$ cat config.mk
export PLATFORM = sky130hd
export DESIGN_NAME = video_src
export DESIGN_NICKNAME = d
export VERILOG_FILES = /design/src/rtl/video_src.sv
export SDC_FILE = /design/constraint.sdc
export NUM_CORES = 1
export LEC_CHECK = 0
export CAP_MARGIN = 40
export CORE_MARGIN = 4
export CORE_UTILIZATION = 62
export CTS_CLUSTER_SIZE = 8
export DETAILED_ROUTE_END_ITERATION = 8
export PLACE_DENSITY = 0.86
export SYNTH_ARGS = -nofsm -noshare
export SYNTH_HDL_FRONTEND = slang
export SYNTH_SLANG_ARGS = --single-unit
$ cat constraint.sdc
create_clock -name clk -period 8.2 [get_ports clk]
set_clock_uncertainty 0.15 [all_clocks]
set_input_delay 0.82 -clock clk [delete_from_list [all_inputs] [get_ports clk]]
set_output_delay 0.82 -clock clk [all_outputs]
set_load 0.01 [all_outputs]
$ cat src/rtl/video_src.sv
// video_src: parallel-video timing and test-pattern source with a free-running completed-frame counter.
// Latency: outputs registered one cycle behind the FSM; no backpressure, timing runs free once started.
module video_src #(
    parameter int DATA_WIDTH = 8,
    parameter int CNT_WIDTH  = 12
) (
    input  logic                  clk,
    input  logic                  rst,
    input  logic                  en_i,
    input  logic [1:0]            pat_i,
    input  logic [CNT_WIDTH-1:0]  h_active_i,
    input  logic [CNT_WIDTH-1:0]  h_blank_i,
    input  logic [CNT_WIDTH-1:0]  v_active_i,
    input  logic [CNT_WIDTH-1:0]  v_blank_i,
    output logic [DATA_WIDTH-1:0] do_o,
    output logic                  de_o,
    output logic                  hs_o,
    output logic                  vs_o,
    output logic [15:0]           fr_cnt_o,
    output logic                  busy_o
);

    localparam int XW = CNT_WIDTH + 1;

    typedef enum logic [1:0] {
        S_IDLE   = 2'd0,
        S_ACTIVE = 2'd1,
        S_HBLANK = 2'd2,
        S_VBLANK = 2'd3
    } state_t;

    typedef struct packed {
        logic [1:0]           pat;
        logic [CNT_WIDTH-1:0] ha;
        logic [CNT_WIDTH-1:0] hb;
        logic [CNT_WIDTH-1:0] va;
        logic [CNT_WIDTH-1:0] vb;
    } cfg_t;

    state_t                state_q, state_d;
    cfg_t                  cfg_q, cfg_d, cfg_in;
    logic                  start_ok;
    logic [XW-1:0]         x_q, x_d;
    logic [XW-1:0]         h_last, hb_last, line_last;
    logic [CNT_WIDTH-1:0]  y_q, y_d;
    logic [CNT_WIDTH-1:0]  va_last, vb_last;
    logic [DATA_WIDTH-1:0] pix;
    logic [DATA_WIDTH-1:0] do_q, do_d;
    logic                  de_q, de_d, hs_q, hs_d, vs_q, vs_d, busy_q, busy_d;
    logic [15:0]           fr_q, fr_d;

    assign cfg_in    = '{pat: pat_i, ha: h_active_i, hb: h_blank_i, va: v_active_i, vb: v_blank_i};
    assign start_ok  = en_i && (h_active_i != '0) && (h_blank_i != '0)
                       && (v_active_i != '0) && (v_blank_i != '0);
    assign h_last    = {1'b0, cfg_q.ha} - XW'(1);
    assign hb_last   = {1'b0, cfg_q.hb} - XW'(1);
    assign line_last = {1'b0, cfg_q.ha} + {1'b0, cfg_q.hb} - XW'(1);
    assign va_last   = cfg_q.va - CNT_WIDTH'(1);
    assign vb_last   = cfg_q.vb - CNT_WIDTH'(1);

    // x_q is reused as the cycle counter in HBLANK and the in-line counter in VBLANK.
    always_comb begin
        state_d = state_q;
        cfg_d   = cfg_q;
        x_d     = x_q;
        y_d     = y_q;
        case (state_q)
            S_IDLE: begin
                x_d = '0;
                y_d = '0;
                if (start_ok) begin
                    state_d = S_ACTIVE;
                    cfg_d   = cfg_in;
                end
            end
            S_ACTIVE: begin
                if (x_q == h_last) begin
                    state_d = S_HBLANK;
                    x_d     = '0;
                end else begin
                    x_d = x_q + XW'(1);
                end
            end
            S_HBLANK: begin
                if (x_q == hb_last) begin
                    x_d = '0;
                    if (y_q == va_last) begin
                        state_d = S_VBLANK;
                        y_d     = '0;
                    end else begin
                        state_d = S_ACTIVE;
                        y_d     = y_q + CNT_WIDTH'(1);
                    end
                end else begin
                    x_d = x_q + XW'(1);
                end
            end
            default: begin
                if (x_q == line_last) begin
                    x_d = '0;
                    if (y_q == vb_last) begin
                        y_d = '0;
                        if (start_ok) begin
                            state_d = S_ACTIVE;
                            cfg_d   = cfg_in;
                        end else begin
                            state_d = S_IDLE;
                        end
                    end else begin
                        y_d = y_q + CNT_WIDTH'(1);
                    end
                end else begin
                    x_d = x_q + XW'(1);
                end
            end
        endcase
    end

    always_comb begin
        pix = '0;
        case (cfg_q.pat)
            2'd0:    pix = DATA_WIDTH'(x_q);
            2'd1:    pix = DATA_WIDTH'(y_q);
            2'd2:    pix = {DATA_WIDTH{x_q[3] ^ y_q[3]}};
            default: pix = DATA_WIDTH'(x_q) + DATA_WIDTH'(y_q) + DATA_WIDTH'(fr_q);
        endcase
    end

    // Outputs follow the FSM by one cycle; the counter bumps on the first VBLANK cycle, where vs drops.
    always_comb begin
        do_d   = (state_q == S_ACTIVE) ? pix : '0;
        de_d   = (state_q == S_ACTIVE);
        hs_d   = (state_q != S_ACTIVE);
        vs_d   = (state_q == S_ACTIVE) || (state_q == S_HBLANK);
        busy_d = (state_q != S_IDLE);
        fr_d   = fr_q;
        if ((state_q == S_VBLANK) && (x_q == '0) && (y_q == '0)) begin
            fr_d = fr_q + 16'd1;
        end
    end

    always_ff @(posedge clk) begin
        if (rst) begin
            state_q <= S_IDLE;
            cfg_q   <= '0;
            x_q     <= '0;
            y_q     <= '0;
            do_q    <= '0;
            de_q    <= 1'b0;
            hs_q    <= 1'b1;
            vs_q    <= 1'b0;
            busy_q  <= 1'b0;
            fr_q    <= '0;
        end else begin
            state_q <= state_d;
            cfg_q   <= cfg_d;
            x_q     <= x_d;
            y_q     <= y_d;
            do_q    <= do_d;
            de_q    <= de_d;
            hs_q    <= hs_d;
            vs_q    <= vs_d;
            busy_q  <= busy_d;
            fr_q    <= fr_d;
        end
    end

    assign do_o     = do_q;
    assign de_o     = de_q;
    assign hs_o     = hs_q;
    assign vs_o     = vs_q;
    assign busy_o   = busy_q;
    assign fr_cnt_o = fr_q;

endmodule

==> flow_metrics.py, run 1 <==
metrics = {
    "run": {
        "max_cap_viol_count": 0,
    },
    "clock_tree": {
        "cts_made_buffers": 9,
        "cts_tree": "built",
        "cts_root_buffer": "clkbuf_16",
        "path_clk_slew_ns": 0.07,
        "post_cts_buffers": 0,
        "cts.sinks": 105,
        "cts_hold_buffers": 0,
        "htree_num_levels": 3,
        "cts.path.max_buffers": 2,
        "clock_latency_ns": 0.36,
        "ctsResizeCount": 0,
    },
    "logic_synthesis": {
        "synth_nets": 1028,
        "ys.flop_type": "dfxtp_1",
        "synth_edf_count": 0,
        "yosysWarningCount": 0,
        "yosysTopAreaCellShare_pct": 28.00,
        "avgSynthCellArea_um2": 8.126,
        "synth_cells": 924,
        "synth_top_area_cell": "dfxtp_1",
        "synth_seq_cells": 105,
        "synthTopCellsByArea": "dfxtp_1 (28%), mux2i_1 (7.6%), ha_1 (7.0%)",
        "async_reset_ff_share_pct": 0,
        "ys_types": 71,
        "syn_area_mm2": 0.007508,
        "ys_seq_area_share_pct": 28.00,
    },
    "routing": {
        "met2_length_um": 8322,
        "drc": 0,
        "wl_met3_um": 1661,
        "ant_nets": 0,
        "first_pass_iters": 7,
        "via_per_inst": 6.111,
        "drtIter0Drc": 570,
        "dr.max_layer_used": "met4",
        "via_count": 6844,
        "drt-wirelength-per-cell_um": 16.83,
        "routed_wl_um": 18850,
        "met1_length_um": 8385,
    },
    "cells_and_area": {
        "design_area_mm2": 0.008572,
        "layout_commonest_cell": "nor2_1",
        "diodes": 0,
        "layout_common_cells": "nor2_1 (124), dfxtp_1 (105), clkdlybuf4s50_1 (79), inv_1 (77), xnor2_1 (58)",
        "nets": 1076,
        "drive_above_1_share_pct": 4.299,
        "area_growth_pct": 14.16,
        "final_cells": 1120,
    },
    "floorplanning": {
        "rows": 39,
        "coreArea_mm2": 0.01161,
        "start_util_pct": 64.65,
        "ios": 81,
        "die_area_mm2": 0.01393,
        "die_w_um": 118.0,
        "die_h_um": 118.0,
    },
    "place": {
        "dp_slack_ns": 3.815,
        "io_buffers": 80,
        "place_congestion": 0.9094,
        "placed_cells": 1104,
        "dpl-instance-area_mm2": 0.008289,
        "dp.final_hpwl_um": 13960,
    },
    "run_status": {
        "status": "finished, final reports clean",
    },
    "timing": {
        "fin_ws_ns": 3.673,
        "tns_ns": 0,
        "slew_headroom_pct": 43.20,
        "rsz0062_at_grt": "no",
        "worst_pin_slew_ns": 0.8520,
        "max_freq_ghz": 0.2209,
        "finalSetupViolations": 0,
        "maxSlewViolCount": 0,
        "finalHoldViolCount": 0,
        "fin_crit_sh_pct": 55.21,
        "period_minus_slack_ns": 4.527,
    },
    "power": {
        "leakage_nw": 3.404,
        "peakVddDrop_uv": 175.0,
        "power.density_mw_per_mm2": 279.3,
    },
    "worst_setup_path": {
        "crit_type": "reg -> reg",
        "cp.arrival_ns": 4.58,
        "worst_setup_path_start_kind": "flop",
        "worst-r2r-setup-slack_ns": 3.67,
        "crit_path_end_kind": "flop",
        "worstPathMaxFanout": 50,
        "worstPathRequired_ns": 8.26,
    },
    "global_routing": {
        "grt_max_degree": 78,
        "grt_pass1_vias": 6635,
        "globalRouteTotalUtil_pct": 27.42,
        "antenna_found_initial": 0,
        "gr-total-overflow": 0,
        "grt_pass1_wl_um": 31750,
    },
    "worst_hold_path": {
        "holdCritPathClass": "reg -> reg",
    },
}
-- metrics by stage --
| step | hold slack [ns] | power [mW] | utilization [%] |
|---|---|---|---|
| floorplan | 0.3303 | 1.707 | - |
| global placement | 0.3315 | 1.912 | 71.25 |
| detailed placement | 0.3521 | 1.950 | 71.37 |
| CTS | 0.3639 | 2.377 | 73.81 |
| global route | 0.4058 | 2.569 | 73.81 |
| finish | 0.3671 | 2.394 | 73.81 |
-- Yosys cell counts (5+ instances only) --
library cell	n
ha_1	42
dfxtp_1	105
nor3_1	17
buf_6	6
nand2b_1	8
a21oi_1	42
buf_2	8
o22ai_1	5
nand4_1	15
clkbuf_1	30
a21o_1	6
fa_1	9
and3_1	15
nor2_1	124
nand2_1	49
a211o_1	7
inv_1	77
mux2i_1	57
nor2b_1	5
nand3_1	25
a31oi_1	6
o21ai_0	30
nor4_1	29
or3_1	8
xnor2_1	58
a211oi_1	6
xor2_1	50
-- report_power, final --
| part | leakage (nW) | switching (mW) | internal, mW |
|---|---|---|---|
| Sequential | 0.854 | 0.113 | 0.577 |
| Clock | 0.139 | 0.196 | 0.223 |
| Combinational | 2.41 | 0.701 | 0.584 |
| Total | 3.40 | 1.01 | 1.38 |
-- kinds of logic (layout without fill, tap and decap cells) --
kind of cell | Yosys count | in the layout | synth area share (%)
xor gates and xnor gates | 108 | 108 | 12.60
muxes | 61 | 61 | 8.199
AOI/OAI and AO/OA | 146 | 146 | 13.10
adders and majority gates | 51 | 51 | 9.398
buffers and inverters | 125 | 178 | 7.032
and+or+nand+nor | 328 | 328 | 21.68
DFF | 105 | 105 | 28.00
-- area by class of cell --
class / count / area (um^2)
multi-input cells: 694 / 4886
fillers: 899 / 3042
flip-flops and latches: 105 / 2102
repair buffers: 85 / 833.3
inverters: 77 / 289.0
clock buffers: 12 / 256.5
well taps: 143 / 178.9
clock inverters: 4 / 26.28
-- path summary, 6_finish.rpt --
path | from | end | depth (start not counted)
setup / recovery | cfg_q[24]$_SDFFE_PP0P_ | cfg_q[35]$_SDFFE_PP0P_ | 15
hold / removal | fr_cnt_o[12]$_SDFFE_PP0P_ | fr_cnt_o[12]$_SDFFE_PP0P_ | 2
setup reg to reg | cfg_q[24]$_SDFFE_PP0P_ | cfg_q[35]$_SDFFE_PP0P_ | 15
hold reg to reg | fr_cnt_o[12]$_SDFFE_PP0P_ | fr_cnt_o[12]$_SDFFE_PP0P_ | 2
-- per-layer routing --
| metal | GRT usage [%] | vias to the layer above |
|---|---|---|
| met1 | 36.88 | 3187 |
| met3 | 6.295 | 51 |
| met2 | 43.30 | 308 |
| met5 | 0 | - |
| li1 | - | 3298 |
| met4 | 9.597 | 0 |
-- sequential cells by signal, indices dropped and copies added (netlist names) --
signal,flops
busy_o,1
cfg_q,50
de_o,1
do_o,8
fr_cnt_o,16
hs_o,1
state_q,2
vs_o,1
x_q,13
y_q,12
-- worst max-delay path, cell delays in order, from the launching register on --
cell and delay (ns):
dfxtp_1 0.50, inv_1 0.11, ha_1 0.20, inv_1 0.05, ha_1 0.15, inv_1 0.06
fa_1 0.41, o21ai_1 0.29, a311oi_1 0.17, or3_1 0.37, a2bb2oi_1 0.32, nand4_1 0.23
a211oi_4 0.28, buf_4 0.67, mux2i_1 0.29, nor2_1 0.07
No activity file was read; power rests on OpenSTA's default activity.
==> inputs of run 2 (changes only) <==
--- a/config.mk
+++ b/config.mk
@@ -7,10 +7,10 @@
 export LEC_CHECK = 0
 export CAP_MARGIN = 40
 export CORE_MARGIN = 4
-export CORE_UTILIZATION = 62
+export CORE_UTILIZATION = 58
 export CTS_CLUSTER_SIZE = 8
 export DETAILED_ROUTE_END_ITERATION = 8
-export PLACE_DENSITY = 0.86
+export PLACE_DENSITY = 0.82
 export SYNTH_ARGS = -nofsm -noshare
 export SYNTH_HDL_FRONTEND = slang
 export SYNTH_SLANG_ARGS = --single-unit
==> constraint.sdc (replaced) <==
create_clock -name clk -period 4.73 [get_ports clk]
set_clock_uncertainty 0.15 [all_clocks]
set_input_delay 0.473 -clock clk [delete_from_list [all_inputs] [get_ports clk]]
set_output_delay 0.473 -clock clk [all_outputs]
set_load 0.01 [all_outputs]
==> run 2 against run 1 <==
Non-clock buffer count rose by 3. Count of clock-buffer cells in the layout did not move. Critical path depth did not move. Register-to-register slack got worse by 3.1 ns. Worst setup slack worse by 3.1 ns. Combinational power up 74%. Cell area up 1.0%. Sequential share of layout area fell by 0.24 points. Hold slack got worse by 0.0062 ns. Fmax is 8.4% higher. Largest cell class unchanged.
==> flow_metrics.py, run 2 (synthesis gave the netlist of run 1 again) <==
metrics = {
    "global_routing": {
        "globalRouteTotalUtil_pct": 26.67,
        "grt_pass1_wl_um": 31620,
        "antenna_found_initial": 0,
        "gr-total-overflow": 0,
        "grt_max_degree": 49,
        "grt_pass1_vias": 6444,
    },
    "place": {
        "placed_cells": 1136,
        "place_congestion": 0.9327,
        "dp.final_hpwl_um": 14320,
        "dp_slack_ns": 0.6232,
        "io_buffers": 80,
        "dpl-instance-area_mm2": 0.008361,
    },
    "timing": {
        "finalHoldViolCount": 0,
        "whs_ns": 0.3609,
        "worst_pin_slew_ns": 0.8094,
        "slew_headroom_pct": 45.62,
        "fin_ws_ns": 0.5538,
        "fin_crit_sh_pct": 88.29,
        "maxSlewViolCount": 0,
        "max_freq_ghz": 0.2395,
        "tns_ns": 0,
        "period_minus_slack_ns": 4.176,
        "finalSetupViolations": 0,
        "rsz0062_at_grt": "no",
    },
    "clock_tree": {
        "cts_tree": "built",
        "cts_hold_buffers": 0,
        "htree_num_levels": 3,
        "cts.sinks": 105,
        "path_clk_slew_ns": 0.07,
        "cts.path.max_buffers": 2,
        "clock_latency_ns": 0.36,
        "post_cts_buffers": 0,
        "cts_made_buffers": 9,
        "ctsResizeCount": 0,
        "cts_root_buffer": "clkbuf_16",
    },
    "cells_and_area": {
        "layout_common_cells": "nor2_1 (124), dfxtp_1 (105), clkdlybuf4s50_1 (79), inv_1 (77), xnor2_1 (58)",
        "regArea_mm2": 0.002102,
        "multi_input_area_mm2": 0.004886,
        "layout_commonest_cell": "nor2_1",
        "largest_reg_flops": 50,
        "design_area_mm2": 0.008658,
        "final_cells": 1152,
        "regMostFlops": "cfg_q",
        "area_growth_pct": 15.31,
        "nets": 1079,
        "diodes": 0,
        "nFillCells": 1051,
        "drive_above_1_share_pct": 4.490,
    },
    "worst_setup_path": {
        "worstPathCellList": "inv_1, ha_1, inv_1, ha_1, inv_1, fa_1, o21ai_1, a311oi_1, or3_1, a2bb2oi_1, nand4_1, a211oi_4, buf_12, mux2i_1, nor2_1",
        "worst_setup_path_start_kind": "flop",
        "crit_type": "reg -> reg",
        "worstPathMaxFanout": 48,
        "crit_path_end_kind": "flop",
        "slowest_stage": "dfxtp_1",
        "cpMostUsedCell": "inv_1",
        "critical_path.max_stage_delay_ns": 0.41,
        "worstPathRequired_ns": 4.80,
        "cp.arrival_ns": 4.25,
    },
    "power": {
        "peakVddDrop_uv": 233.2,
        "p_comb_share_pct": 53.3,
        "p_int_mw": 2.443,
        "p_switching_mw": 1.749,
        "power.density_mw_per_mm2": 484.1,
        "leakage_nw": 3.428,
        "switching_share_pct": 41.71,
        "p_seq_share_pct": 28.4,
        "p_clk_share_pct": 18.3,
    },
    "floorplanning": {
        "rows": 41,
        "die_h_um": 121.8,
        "coreArea_mm2": 0.01267,
        "die_w_um": 121.8,
        "die_area_mm2": 0.01483,
        "ios": 81,
        "start_util_pct": 59.26,
    },
    "worst_hold_path": {
        "holdCritPathClass": "reg -> reg",
    },
    "routing": {
        "first_pass_iters": 5,
        "via_per_inst": 5.826,
        "drc": 0,
        "drtIter0Drc": 615,
        "ant_nets": 0,
        "drt-wirelength-per-cell_um": 16.38,
        "routed_wl_um": 18870,
        "via_count": 6712,
    },
    "run": {
        "max_cap_viol_count": 0,
    },
    "run_status": {
        "status": "finished, final reports clean",
    },
}
[run 2: stage by stage]
stage | utilization (%) | power (mW)
CTS | 68.33 | 4.177
global route | 68.33 | 4.518
finish | 68.33 | 4.192
detailed placement | 65.98 | 3.395
global placement | 65.86 | 3.334
floorplan | - | 2.960
[run 2: power groups by stage]
stage	registers (mW)	logic (mW)	clock network, mW
2_1_floorplan	1.13	1.83	0
3_3_place_gp	1.20	2.14	0
3_5_place_dp	1.20	2.19	0
4_1_cts	1.18	2.22	0.774
5_1_grt	1.21	2.50	0.808
6_report	1.19	2.24	0.768
[run 2: routing by layer]
metal / part of all wire (%) / GRT usage (%) / vias to the layer above
li1: - / - / 3329
met5: 0 / 0 / -
met4: 2.5 / 10.29 / 0
met3: 7.0 / 5.478 / 44
met1: 46 / 37.00 / 3112
met2: 44 / 40.88 / 227
[run 2: final cells by class]
cell class / instances / share of cell area, %
multi-input combinational: 694 / 56.43
sequential: 105 / 24.28
timing repair buffer: 88 / 10.03
inverter: 77 / 3.338
clock buffer: 12 / 2.847
tap: 172 / 2.486
clock inverter: 4 / 0.5925
[run 2: final timing paths]
check / startpoint / end / slack (ns) / cells after the start
max: cfg_q[25]$_SDFFE_PP0P_ / cfg_q[43]$_SDFFE_PP0P_ / 0.55 / 15
min: fr_cnt_o[10]$_SDFFE_PP0P_ / fr_cnt_o[10]$_SDFFE_PP0P_ / 0.36 / 2
max reg2reg: cfg_q[25]$_SDFFE_PP0P_ / cfg_q[43]$_SDFFE_PP0P_ / 0.55 / 15
min reg2reg: fr_cnt_o[10]$_SDFFE_PP0P_ / fr_cnt_o[10]$_SDFFE_PP0P_ / 0.36 / 2
[run 2: worst max-delay path: cells and delay by family (launching register included)]
| kind | cells | cell delay, ns |
|---|---|---|
| flip-flops | 1 | 0.41 |
| multiplexers | 1 | 0.27 |
| adder cells (fa/ha/maj) | 3 | 0.83 |
| buffers and inverters | 4 | 0.55 |
| AO/OA/AOI/OAI | 4 | 1.13 |
| AND/OR/NAND/NOR | 3 | 0.65 |
==> inputs of run 3 (changes only) <==
--- a/config.mk
+++ b/config.mk
@@ -5,12 +5,14 @@
 export SDC_FILE = /design/constraint.sdc
 export NUM_CORES = 1
 export LEC_CHECK = 0
+export ABC_AREA = 1
 export CAP_MARGIN = 40
 export CORE_MARGIN = 4
-export CORE_UTILIZATION = 58
+export CORE_UTILIZATION = 59
 export CTS_CLUSTER_SIZE = 8
 export DETAILED_ROUTE_END_ITERATION = 8
-export PLACE_DENSITY = 0.82
+export DONT_BUFFER_PORTS = 1
+export PLACE_DENSITY = 0.78
 export SYNTH_ARGS = -nofsm -noshare
 export SYNTH_HDL_FRONTEND = slang
 export SYNTH_SLANG_ARGS = --single-unit
==> constraint.sdc (replaced) <==
create_clock -name clk -period 3.3 [get_ports clk]
set_clock_uncertainty 0.15 [all_clocks]
set_input_delay 0.33 -clock clk [delete_from_list [all_inputs] [get_ports clk]]
set_output_delay 0.33 -clock clk [all_outputs]
set_load 0.01 [all_outputs]
==> run 3 against run 2 <==
Hold slack got worse by 0.31 ns. Global-route usage up 1.3 points. Area after synthesis grew 20%.
==> flow_metrics.py, run 3 <==
metrics = {
    "place": {
        "place_congestion": 0.9296,
        "dp.final_hpwl_um": 18680,
        "io_buffers": 0,
        "placed_cells": 1665,
        "dp_slack_ns": 0.09216,
    },
    "logic_synthesis": {
        "synth.most_common_cell": "nand2_1",
        "ys_seq_area_share_pct": 23.36,
        "synth_seq_cells": 105,
        "yosysWarningCount": 0,
        "ys.flop_type": "dfxtp_1",
        "avgSynthCellArea_um2": 5.988,
        "synth_top_area_cell": "dfxtp_1",
        "yosysTopAreaCellShare_pct": 23.36,
        "synth_cells": 1503,
        "syn_area_mm2": 0.009000,
        "async_reset_ff_share_pct": 0,
        "synth_nets": 1607,
        "synth_edf_count": 0,
        "synth_common_cells": "nand2_1 (402), inv_1 (284), nor2_1 (176)",
        "ys_types": 40,
        "synthTopCellsByArea": "dfxtp_1 (23%), nand2_1 (17%), inv_1 (12%)",
    },
    "worst_hold_path": {
        "holdPathEnd": "cfg_q[46]$_SDFFE_PP0P_",
        "holdCritPathClass": "in -> reg",
        "hold_start": "h_active_i[10]",
        "min_path_cells": 4,
    },
    "timing": {
        "tns_ns": 0,
        "fin_crit_sh_pct": 99.94,
        "worst_pin_slew_ns": 1.109,
        "max_freq_ghz": 0.3032,
        "period_minus_slack_ns": 3.298,
        "rsz0062_at_grt": "yes",
        "fin_ws_ns": 0.001999,
        "maxSlewViolCount": 0,
        "finalSetupViolations": 0,
        "slew_headroom_pct": 25.64,
        "finalHoldViolCount": 0,
    },
    "worst_setup_path": {
        "worst-r2r-setup-slack_ns": 0.002,
        "crit_type": "reg -> reg",
        "rr_endpoint": "cfg_q[40]$_SDFFE_PP0P_",
        "crit_path_end_kind": "flop",
        "worstPathMaxFanout": 6,
        "reg2reg_depth": 19,
        "cp.arrival_ns": 3.45,
        "worstPathCellList": "inv_4, ha_4, inv_4, ha_4, inv_2, fa_2, xor2_1, nand3_1, nor2_2, nand2_1, nor2_1, nand2_1, o21ai_4, buf_12, nand3_4, clkbuf_16, nand2_2, inv_1, nor2_1",
        "worst_setup_path_start_kind": "flop",
        "worstPathRequired_ns": 3.45,
        "critical_path.max_stage_delay_ns": 0.56,
        "slowest_stage": "fa_2",
        "r2r_start": "cfg_q[37]$_SDFFE_PP0P_",
    },
    "cells_and_area": {
        "area_growth_pct": 13.28,
        "regMostFlops": "cfg_q",
        "drive_above_1_share_pct": 13.28,
        "layout_common_cells": "nand2_1 (358), inv_1 (254), nor2_1 (166), nand3_1 (112), dfxtp_1 (89)",
        "nets": 1613,
        "final_cells": 1698,
        "layout_commonest_cell": "nand2_1",
        "diodes": 0,
        "largest_reg_flops": 50,
    },
    "power": {
        "p_seq_share_pct": 15.7,
        "p_clk_share_pct": 9.4,
        "switching_share_pct": 53.75,
        "p_int_mw": 5.514,
        "p_comb_share_pct": 75.0,
        "p_switching_mw": 6.409,
        "peakVddDrop_uv": 538.9,
        "power_mw": 11.92,
        "power.density_mw_per_mm2": 1170,
        "leakage_nw": 5.211,
    },
    "floorplanning": {
        "rows": 44,
        "die_h_um": 131.5,
        "die_w_um": 131.5,
        "die_area_mm2": 0.01729,
        "coreArea_mm2": 0.01475,
        "start_util_pct": 61.00,
        "ios": 81,
    },
    "clock_tree": {
        "cts.path.max_buffers": 2,
        "htree_num_levels": 3,
        "clock_latency_ns": 0.37,
        "path_clk_slew_ns": 0.08,
        "cts_tree": "built",
        "cts_root_buffer": "clkbuf_16",
        "cts_made_buffers": 9,
        "cts.sinks": 105,
    },
    "global_routing": {
        "gr-total-overflow": 0,
        "grt_use_met1_pct": 39.55,
        "globalRouteTotalUtil_pct": 27.94,
        "antenna_found_initial": 0,
        "use_met2_pct": 43.52,
        "met3_usage_pct": 5.199,
        "grt_pass1_wl_um": 40140,
        "grt.busiest_layer": "met2",
        "grt_pass1_vias": 8162,
        "grt_max_degree": 45,
    },
    "routing": {
        "first_pass_iters": 6,
        "ant_nets": 0,
        "via_per_inst": 5.611,
        "routed_wl_um": 26850,
        "drtIter0Drc": 1048,
        "drt-wirelength-per-cell_um": 15.81,
        "via_count": 9527,
        "drc": 0,
    },
    "run_status": {
        "status": "finished, final reports clean",
    },
    "run": {
        "max_cap_viol_count": 0,
    },
}
run 3: cell count changes after synthesis, sizes merged, moves of 9 or more:
| cell | delta |
|---|---|
| nand4 | +60 |
| nand2 | +355 |
| nand3 | +91 |
| and3 | -14 |
| buf | +11 |
| mux2i | -57 |
| inv | +213 |
| xnor2 | -26 |
| nor2 | +54 |
| xor2 | +9 |
run 3: layout make-up:
| class | instances | area (um^2) |
|---|---|---|
| timing repair buffer | 48 | 570.5 |
| clock buffer | 10 | 239.0 |
| multi-input combinational | 1055 | 5878 |
| tap | 184 | 230.2 |
| fill | 1264 | 4559 |
| clock inverter | 6 | 61.31 |
| inverter | 290 | 1094 |
| sequential | 105 | 2122 |
run 3: worst max path at each step:
| stage | startpoint | end | slack (ns) |
|---|---|---|---|
| after detailed placement | cfg_q[25]$_SDFFE_PP0P_ | cfg_q[30]$_SDFFE_PP0P_ | 0.09 |
| after global placement | cfg_q[25]$_SDFFE_PP0P_ | cfg_q[47]$_SDFFE_PP0P_ | 0.18 |
| after CTS | cfg_q[25]$_SDFFE_PP0P_ | cfg_q[27]$_SDFFE_PP0P_ | 0.03 |
| after floorplan | cfg_q[25]$_SDFFE_PP0P_ | x_q[1]$_SDFF_PP0_ | 0.29 |
| after global routing | cfg_q[29]$_SDFFE_PP0P_ | cfg_q[22]$_SDFFE_PP0P_ | -0.14 |
| final | cfg_q[37]$_SDFFE_PP0P_ | cfg_q[40]$_SDFFE_PP0P_ | 0.002 |
run 3: critical path: cells and delay by family, from the launching register on:
family,cells,cell delay (ns)
xor+xnor,1,0.17
fa+ha+maj,3,0.92
buf+inv,6,0.60
flops,1,0.36
simple gates,8,0.85
compound gates,1,0.16
run 3: cells by family (layout without fill, tap and decap cells):
logic type / count (synthesis) / count (layout) / share of synthesized area, %
compound gates: 73 / 73 / 4.644
xor+xnor: 91 / 91 / 8.856
fa+ha+maj: 51 / 51 / 7.841
buf+inv: 344 / 354 / 14.69
flops: 105 / 105 / 23.36
simple gates: 839 / 840 / 40.61
run 3: timing repair:
| item | CTS | global route |
|---|---|---|
| setup buffers | 0 | 5 |
| hold endpoints to repair | 32 | 0 |
| hold buffers | 1 | 0 |
| gates resized for setup | 0 | 136 |
| endpoints found under the setup margin | 0 | 77 |
run 3: stage by stage:
stage	utilization [%]	area, um^2	hold WS, ns
6_report	69.10	10190	0.05273
3_3_place_gp	63.03	9299	0.2576
5_1_grt	69.10	10190	0.07584
2_1_floorplan	-	9000	0.3380
3_5_place_dp	63.03	9299	0.2584
4_1_cts	65.20	9619	0.05175
run 3: power groups by stage:
stage | Sequential (mW) | Clock [mW] | Combinational (mW)
2_1_floorplan | 1.81 | 0 | 5.87
3_3_place_gp | 1.85 | 0 | 7.36
3_5_place_dp | 1.86 | 0 | 7.50
4_1_cts | 1.83 | 1.12 | 7.59
5_1_grt | 1.90 | 1.15 | 9.94
6_report | 1.87 | 1.12 | 8.94
run 3: per-layer routing:
layer / wire length, um / vias to the layer above
met5: 0 / -
met4: 705 / 0
met3: 2595 / 61
met2: 11950 / 498
met1: 11600 / 4257
li1: - / 4711
